[config.mk]
export PLATFORM = sky130hd
export DESIGN_NAME = text_scroll_arbiter
export DESIGN_NICKNAME = d
export VERILOG_FILES = /design/src/rtl/text_scroll_arbiter.sv
export SDC_FILE = /design/constraint.sdc
export NUM_CORES = 1
export LEC_CHECK = 0
export BUFFER_PORTS_ARGS = -buffer_cell sky130_fd_sc_hd__buf_2
export CORE_MARGIN = 5
export CORE_UTILIZATION = 50
export DETAILED_ROUTE_END_ITERATION = 6
export GPL_TIMING_DRIVEN = 0
export HOLD_SLACK_MARGIN = 0.1
export PLACE_DENSITY = 0.84
export SYNTH_ARGS = -nofsm -noshare
export SYNTH_HDL_FRONTEND = slang
export SYNTH_SLANG_ARGS = --single-unit
export TNS_END_PERCENT = 20
[constraint.sdc]
create_clock -name clk -period 3.8 [get_ports clk]
set_input_delay 0.19 -clock clk [delete_from_list [all_inputs] [get_ports clk]]
set_output_delay 0.19 -clock clk [all_outputs]
set_load 0.02 [all_outputs]
[src/rtl/text_scroll_arbiter.sv]
`default_nettype none
// +----------------------------------------------------------------------------+
// | Module  : text_scroll_arbiter                                              |
// | Brief   : Fixed-priority owner of the shared text scroller (call/UI/status)|
// |           with dwell and start-timeout. Optional call-alert preemption     |
// |           when TEXT_SCROLL_ARBITER_PREEMPT_EN is defined.                  |
// | Revision: 1.0 - initial release                                            |
// +----------------------------------------------------------------------------+
module text_scroll_arbiter #(
  parameter int ADDR_W        = 11,
  parameter int MIN_DWELL     = 16,
  parameter int START_TIMEOUT = 255
) (
  input  logic              clk,
  input  logic              reset_n,
  input  logic [2:0]        req,
  input  logic [ADDR_W-1:0] req_addr0,
  input  logic [ADDR_W-1:0] req_addr1,
  input  logic [ADDR_W-1:0] req_addr2,
  input  logic [ADDR_W-1:0] req_len0,
  input  logic [ADDR_W-1:0] req_len1,
  input  logic [ADDR_W-1:0] req_len2,
  output logic [2:0]        accept,
  output logic [2:0]        done,
  output logic              err,
  output logic              scroll_start,
  output logic [ADDR_W-1:0] scroll_addr,
  output logic [ADDR_W-1:0] scroll_len,
  input  logic              scroll_busy,
  input  logic              scroll_done,
  output logic              active,
  output logic [1:0]        active_id,
  output logic              scroll_abort
);

  localparam int                c_dw_w        = $clog2(MIN_DWELL + 1);
  localparam logic [c_dw_w-1:0] c_min_dwell   = c_dw_w'(MIN_DWELL);
  localparam logic [8:0]        c_timeout     = 9'(START_TIMEOUT);
  localparam logic [1:0]        c_idle_id     = 2'd3;

  typedef enum logic [2:0] {
    S_IDLE      = 3'd0,
    S_START     = 3'd1,
    S_WAIT_BUSY = 3'd2,
    S_SHOW      = 3'd3,
    S_FINISH    = 3'd4
  } state_t;

  state_t              r_state;
  state_t              w_state_nxt;
  logic [ADDR_W-1:0]   r_addr;
  logic [ADDR_W-1:0]   r_len;
  logic [1:0]          r_id;
  logic [7:0]          r_to;
  logic [c_dw_w-1:0]   r_dw;
  logic                r_done_flag;
  logic                r_err;

  logic                w_gnt_vld;
  logic [1:0]          w_gnt_id;
  logic [ADDR_W-1:0]   w_gnt_addr;
  logic [ADDR_W-1:0]   w_gnt_len;
  logic                w_load;
  logic                w_dwell_met;
  logic                w_finish_ok;
  logic                w_to_expire;
  logic                w_preempt;
  logic [2:0]          w_accept;
  logic [2:0]          w_done;
  logic                w_err;
  logic                w_start;

  function automatic logic [2:0] f_onehot(input logic [1:0] id);
    return 3'b001 << id;
  endfunction

  // Reset gates the grant so no accept escapes while the block is held in reset.
  always_comb begin
    w_gnt_vld  = reset_n & (req != 3'b000);
    w_gnt_id   = 2'd2;
    w_gnt_addr = req_addr2;
    w_gnt_len  = req_len2;
    if (req[0]) begin
      w_gnt_id   = 2'd0;
      w_gnt_addr = req_addr0;
      w_gnt_len  = req_len0;
    end else if (req[1]) begin
      w_gnt_id   = 2'd1;
      w_gnt_addr = req_addr1;
      w_gnt_len  = req_len1;
    end
  end

  assign w_dwell_met = (r_dw >= c_min_dwell);
  assign w_finish_ok = (r_done_flag | scroll_done) & w_dwell_met;
  assign w_to_expire = ({1'b0, r_to} + 9'd1) == c_timeout;

`ifdef TEXT_SCROLL_ARBITER_PREEMPT_EN
  // A finished message is closed normally rather than aborted.
  assign w_preempt = reset_n & (r_state == S_SHOW) & w_dwell_met & (r_id != 2'd0)
                   & req[0] & ~w_finish_ok;
`else
  assign w_preempt = 1'b0;
`endif

  always_comb begin
    w_state_nxt = r_state;
    w_load      = 1'b0;
    w_accept    = 3'b000;
    w_done      = 3'b000;
    w_err       = 1'b0;
    w_start     = 1'b0;
    case (r_state)
      S_IDLE: begin
        if (w_gnt_vld) begin
          w_load      = 1'b1;
          w_accept    = f_onehot(w_gnt_id);
          w_state_nxt = (w_gnt_len == '0) ? S_FINISH : S_START;
        end
      end
      S_START: begin
        w_start     = 1'b1;
        w_state_nxt = S_WAIT_BUSY;
      end
      S_WAIT_BUSY: begin
        if (scroll_busy || scroll_done) begin
          w_state_nxt = S_SHOW;
        end else if (w_to_expire) begin
          w_state_nxt = S_FINISH;
        end
      end
      S_SHOW: begin
        if (w_finish_ok) begin
          w_state_nxt = S_FINISH;
        end else if (w_preempt) begin
          w_load      = 1'b1;
          w_accept    = f_onehot(w_gnt_id);
          w_done      = f_onehot(r_id);
          w_state_nxt = (w_gnt_len == '0) ? S_FINISH : S_START;
        end
      end
      S_FINISH: begin
        w_done      = f_onehot(r_id);
        w_err       = r_err;
        w_state_nxt = S_IDLE;
      end
      default: w_state_nxt = S_IDLE;
    endcase
  end

  always_ff @(posedge clk or negedge reset_n) begin
    if (!reset_n) begin
      r_state     <= S_IDLE;
      r_addr      <= '0;
      r_len       <= '0;
      r_id        <= c_idle_id;
      r_to        <= '0;
      r_dw        <= '0;
      r_done_flag <= 1'b0;
      r_err       <= 1'b0;
    end else begin
      r_state <= w_state_nxt;
      case (r_state)
        S_START: begin
          r_to <= '0;
          r_dw <= '0;
          if (scroll_done) r_done_flag <= 1'b1;
        end
        S_WAIT_BUSY: begin
          r_to <= r_to + 8'd1;
          if (scroll_done) r_done_flag <= 1'b1;
          if (w_to_expire && !scroll_busy && !scroll_done) r_err <= 1'b1;
        end
        S_SHOW: begin
          if (!w_dwell_met) r_dw <= r_dw + 1'b1;
          if (scroll_done) r_done_flag <= 1'b1;
        end
        S_FINISH: begin
          r_id        <= c_idle_id;
          r_done_flag <= 1'b0;
          r_err       <= 1'b0;
        end
        default: ;
      endcase
      // A new grant overrides any bookkeeping of the message it replaces.
      if (w_load) begin
        r_addr      <= w_gnt_addr;
        r_len       <= w_gnt_len;
        r_id        <= w_gnt_id;
        r_done_flag <= 1'b0;
        r_err       <= 1'b0;
      end
    end
  end

  assign accept       = w_accept;
  assign done         = w_done;
  assign err          = w_err;
  assign scroll_start = w_start;
  assign scroll_addr  = r_addr;
  assign scroll_len   = r_len;
  assign scroll_abort = w_preempt;
  assign active       = (r_state != S_IDLE);
  assign active_id    = r_id;

endmodule
`default_nettype wire

==> run metrics, run 1 <==
outcome complete, no violations; prevailing post-synth register cell dfrtp_1; library cells used by synthesis 45; Compound-Gate Fraction of Synth Area 15.7%; crit-path cells dlygate4sd3_1 > buf_2 > o31ai_1 > or3_1 > buf_2 > buf_2 > nor2_1 > buf_2; syn_nets 348; worst hold path depth 3; root buffer cell clkbuf_8; clock latency on the worst-skew pair 0.30 ns; Peak VDD IR 492 uV; Post CTS Setup Buffer Count 0; simple-gate share of the synthesized area 19.5%; Area growth, synth to finish 28.6%; Least-Margin Pin Slew 0.933 ns; f_max 323 MHz; Die H 79.7 um; Critical Path Start reset_n; CP Capture Type output pin; Crit path required time 3.61 ns; initial antenna violation count 0; Tot GR Track Use 21.6%; Seq/Total Area, Yosys 43.4%; Ant. Diodes 0; 1st-iter DRT viols 94; via/cell ratio 5.32; crit-path max FO 43; mux share of post-synthesis cell area 14.6%; Post-DP Area 0.00303 sq mm; Nets 459; most used cell, CP buf_2; TNS Setup 0 ns; fin crit share 81.5%; Max-slew headroom 37.8%; reg2reg path depth 7; Final Util 66.2%; Top Ports 107; hold buffers post-CTS 1; largest family of logic cells by synthesized area simple AND/OR/NAND/NOR gates; Setup violations, final 0; count of non-filler cells in the finished layout 451; Setup Skew 0.0124 ns; TritonCTS buffer count 5; pwr/cell area 630 mW/mm^2; synth warn 0; FILL cells 405; starting density of the core 51.4%; Post-Syn Instances 272; Async SR Flop Fraction 100%; die area 0.00635 sq mm; largest net degree at the start of global routing 44; Hold Crit Start req_addr0[4]; Pleak 1.60 nW; pre-CTS WS 1.17 ns; Placed Cells 442; clock buffer depth 2; Data arrival, critical path 2.91 ns; grt total ovfl 0; Synth Area in Adders 1.54%; post-DP HPWL 5.17 mm; Cell Rows 25; cell area after synthesis 0.00243 sq mm; CTS tree built; Layout Cell Area excl Fill 0.00313 sq mm; Post-Synth XOR/XNOR Area 1.08%; vias in the first global route 2294; Die Wd 79.7 um; slowest CP cell buf_2; MaxCap Viol Count 0; share of cells above drive strength 1 35.7%; I/O Buffers 103; max incr delay on CP 0.72 ns; htree depth 2; Hold Crit Class in -> reg; DRC 0; worst flop-to-flop path startpoint r_to[0]; wire per inst 14.8 um; syn_area_per_cell 8.93 sq um; Design Power 1.97 mW; type of origin of the critical path primary input; drt pass-1 iters 4; antenna viol nets, final 0; drt total wl 6.66 mm; gp weighted congestion 0.825; post-CTS resize count 0; clock net sink count 42; global-route wire length before repair 10.8 mm; Min Hold Slack 0.175 ns; RSZ-0062 raised after global routing no; Final Hold Fails 0; kind of critical path in -> out; Tmin final 3.10 ns; Slew Viols, Final 0; Core Region 0.00472 sq mm; EDFF count, synth 0; setup ws final 0.701 ns; DR vias 2399; post-synthesis register bit count 42; Worst-path clk slew 0.09 ns
-- Yosys cell counts, types with 2 or more instances --
cell       n  share of area, %
nor3_1     6               1.2
dfstp_2    2               2.2
ha_1       3               1.5
a21o_1     3              0.93
nor3b_1    3              0.93
and3_1     4               1.0
nand2_1   41               6.3
nor4_1     3              0.77
nand2b_1   3              0.77
clkbuf_1   7               1.1
nand4_1    2              0.51
a21oi_1   14               2.9
and2_1     3              0.77
o21ai_0   39               8.0
mux2_2    12               5.6
dfrtp_1   40                41
nor2_1    24               3.7
buf_2      7               1.4
nand3_1    4              0.82
xor2_1     2              0.72
mux2i_1   22               9.1
inv_1      4              0.62
o31ai_1    2              0.62
-- critical path, delay by kind of cell --
family,cells,cell delay (ns)
and+or+nand+nor,2,0.53
buffers and inverters,5,1.84
AOI/OAI and AO/OA,1,0.32
-- report_power, final --
part | internal, mW | total [mW] | switching, mW
clock | 0.130 | 0.285 | 0.155
sequential | 0.626 | 0.744 | 0.118
combinational | 0.355 | 0.940 | 0.585
-- per-layer routing --
| layer | GRT usage [%] | share of wire [%] | vias up |
|---|---|---|---|
| li1 | - | - | 1176 |
| met1 | 26.4 | 41 | 1120 |
| met2 | 36.1 | 50 | 92 |
| met3 | 7.11 | 7.6 | 11 |
| met4 | 6.36 | 1.4 | 0 |
| met5 | 0 | 0 | - |
-- area by class of cell --
cell class              count  area [sq um]  area share (%)
flip-flops and latches     42          1050            33.7
inverters                   4          15.0           0.480
multi-input cells         209          1280            40.9
repair buffers            104           526            16.8
clock buffers               6          72.6            2.32
well taps                  67          83.8            2.68
plain buffers              17          83.8            2.68
clock inverters             2          13.8           0.440
-- kinds of logic after synthesis --
| family | Yosys count |
|---|---|
| adder cells (fa/ha/maj) | 3 |
| AO/OA/AOI/OAI | 68 |
| flip-flops | 42 |
| buffers and inverters | 21 |
| multiplexers | 34 |
| XOR/XNOR | 3 |
| other | 1 |
| AND/OR/NAND/NOR | 100 |
-- cells in the final DEF (no fill, tap or decap), types with 2 or more instances in the layout --
cell type	netlist	routed
a21o_1	3	3
a21oi_1	14	14
and2_1	3	3
and3_1	4	4
buf_2	7	110
clkbuf_1	7	8
clkbuf_8	0	5
dfrtp_1	40	40
dfstp_2	2	2
ha_1	3	3
inv_1	4	4
mux2_2	12	12
mux2i_1	22	22
nand2_1	41	41
nand2b_1	3	3
nand3_1	4	4
nand4_1	2	2
nor2_1	24	24
nor3_1	6	6
nor3b_1	3	3
nor4_1	3	3
o21ai_0	39	39
o31ai_1	2	2
xor2_1	2	2
-- path summary, 6_finish.rpt --
check | endpoint | slack (ns)
worst max-delay path | accept[0] | 0.70
worst min-delay path | scroll_addr[4] | 0.17
worst max register to register | r_state[2] | 1.81
worst min register to register | scroll_addr[6] | 0.48
max in group asynchronous | r_to[1] | 2.64
min in group asynchronous | scroll_addr[8] | 0.57
-- registers in the layout, indices dropped and copies added (netlist names) --
signal       cells
r_err            1
r_state          3
active_id        2
scroll_addr     11
scroll_len      11
r_done_flag      1
r_dw             5
r_to             8
Power figures use the tool's default switching activity.
==> run 2, diff against run 1 <==
- CORE_UTILIZATION: 50 -> 43
- PLACE_DENSITY: 0.84 -> 0.77
- clock period: 3.8 -> 2.7 ns (I/O delays scaled with it)
==> run metrics, run 2 (synthesis results as in run 1) <==
TNS Setup 0 ns; Tot GR Track Use 18.8%; Die H 85.2 um; Hold Crit Start req_addr0[10]; wire per inst 14.5 um; pwr/cell area 899 mW/mm^2; via/cell ratio 5.22; crit-path cells or2_2 > or3_1 > buf_2 > nor3_1 > buf_2; Layout Cell Area excl Fill 0.00318 sq mm; DR vias 2385; initial antenna violation count 0; MaxCap Viol Count 0; worst hold path depth 3; I/O Buffers 103; slowest CP cell dfrtp_1; Tmin final 2.36 ns; clock buffer depth 2; 1st-iter DRT viols 126; TritonCTS buffer count 5; Crit path required time 2.57 ns; Hold Crit Class in -> reg; Slew Viols, Final 0; Ant. Diodes 0; Least-Margin Pin Slew 0.566 ns; Data arrival, critical path 2.22 ns; post-DP HPWL 5.02 mm; drt total wl 6.63 mm; Post CTS Setup Buffer Count 0; Placed Cells 447; CTS tree built; vias in the first global route 2443; most frequent cells in the layout buf_2 (110), nand2_1 (41), dfrtp_1 (40), o21ai_0 (39), nor2_1 (24); gp weighted congestion 0.837; share of cells above drive strength 1 36.1%; crit-path max FO 10; CP Capture Type output pin; Peak VDD IR 602 uV; Pleak 1.63 nW; global-route wire length before repair 11.1 mm; starting density of the core 44.1%; reg2reg path depth 7; f_max 424 MHz; htree depth 2; largest net degree at the start of global routing 41; Post-DP Area 0.00304 sq mm; Worst-path clk slew 0.09 ns; drt pass-1 iters 4; fin crit share 87.4%; Final Hold Fails 0; type of origin of the critical path flip-flop; RSZ-0062 raised after global routing no; Core Region 0.00551 sq mm; root buffer cell clkbuf_8; hold buffers post-CTS 2; Setup Skew 0.00972 ns; Die Wd 85.2 um; clock latency on the worst-skew pair 0.30 ns; count of non-filler cells in the finished layout 457; worst flop-to-flop path startpoint r_to[1]; kind of critical path reg -> out; clock net sink count 42; grt total ovfl 0; commonest non-fill, non-tap cell in the layout buf_2; DRC 0; Cell Rows 27; most used cell, CP buf_2; reg-to-reg slack, setup 0.74 ns; Design Power 2.86 mW; Setup violations, final 0; Area growth, synth to finish 30.8%; Nets 460; antenna viol nets, final 0; max incr delay on CP 0.45 ns; reg2reg end r_state[2]; Max-slew headroom 62.0%; Hold Path End scroll_addr[10]; die area 0.00725 sq mm; outcome complete, no violations; Top Ports 107; post-CTS resize count 0
-- run 2: worst max-delay path: cells and delay by family, from the launching register on --
family	cells	cell delay [ns]
simple gates	3	1.01
flops	1	0.45
buf+inv	2	0.46
-- run 2: worst max-delay path by stage --
| stage | from | endpoint | slack [ns] | cells after the start |
|---|---|---|---|---|
| final | r_state[1] | accept[2] | 0.34 | 5 |
| after global routing | r_state[1] | accept[2] | 0.17 | 5 |
| after CTS | r_state[1] | accept[2] | 0.31 | 5 |
| after detailed placement | reset_n | accept[2] | 0.16 | 6 |
| after global placement | reset_n | accept[2] | 0.19 | 6 |
| after floorplan | r_state[1] | active_id[1] | 0.66 | 5 |
-- run 2: power by group --
part	switching, mW	internal [mW]	total (mW)
clock network	0.220	0.277	0.497
logic	0.819	0.502	1.32
registers	0.157	0.881	1.04
-- run 2: routing by layer --
layer  global-route usage (%)  part of all wire, %  vias to the layer above
met5                        0                    0                        -
met4                     6.62                  2.0                        0
met3                     5.44                  8.5                       12
met2                     32.1                   48                       79
met1                     22.5                   41                     1110
li1                         -                    -                     1184
-- run 2: cell type report --
cell class	count	area (sq um)
fill	499	2330
multi-input combinational	209	1280
sequential	42	1050
timing repair buffer	105	546
tap	72	90.1
buffer	17	83.8
clock buffer	5	68.8
clock inverter	3	43.8
inverter	4	15.0
-- run 2: stage by stage --
stage,util [%],hold slack (ns),setup WS [ns]
after floorplan,-,-0.161,0.660
after global placement,55.1,0.324,0.189
after detailed placement,55.1,0.331,0.158
after CTS,57.7,0.128,0.310
after global routing,57.7,0.126,0.171
final,57.7,0.129,0.341
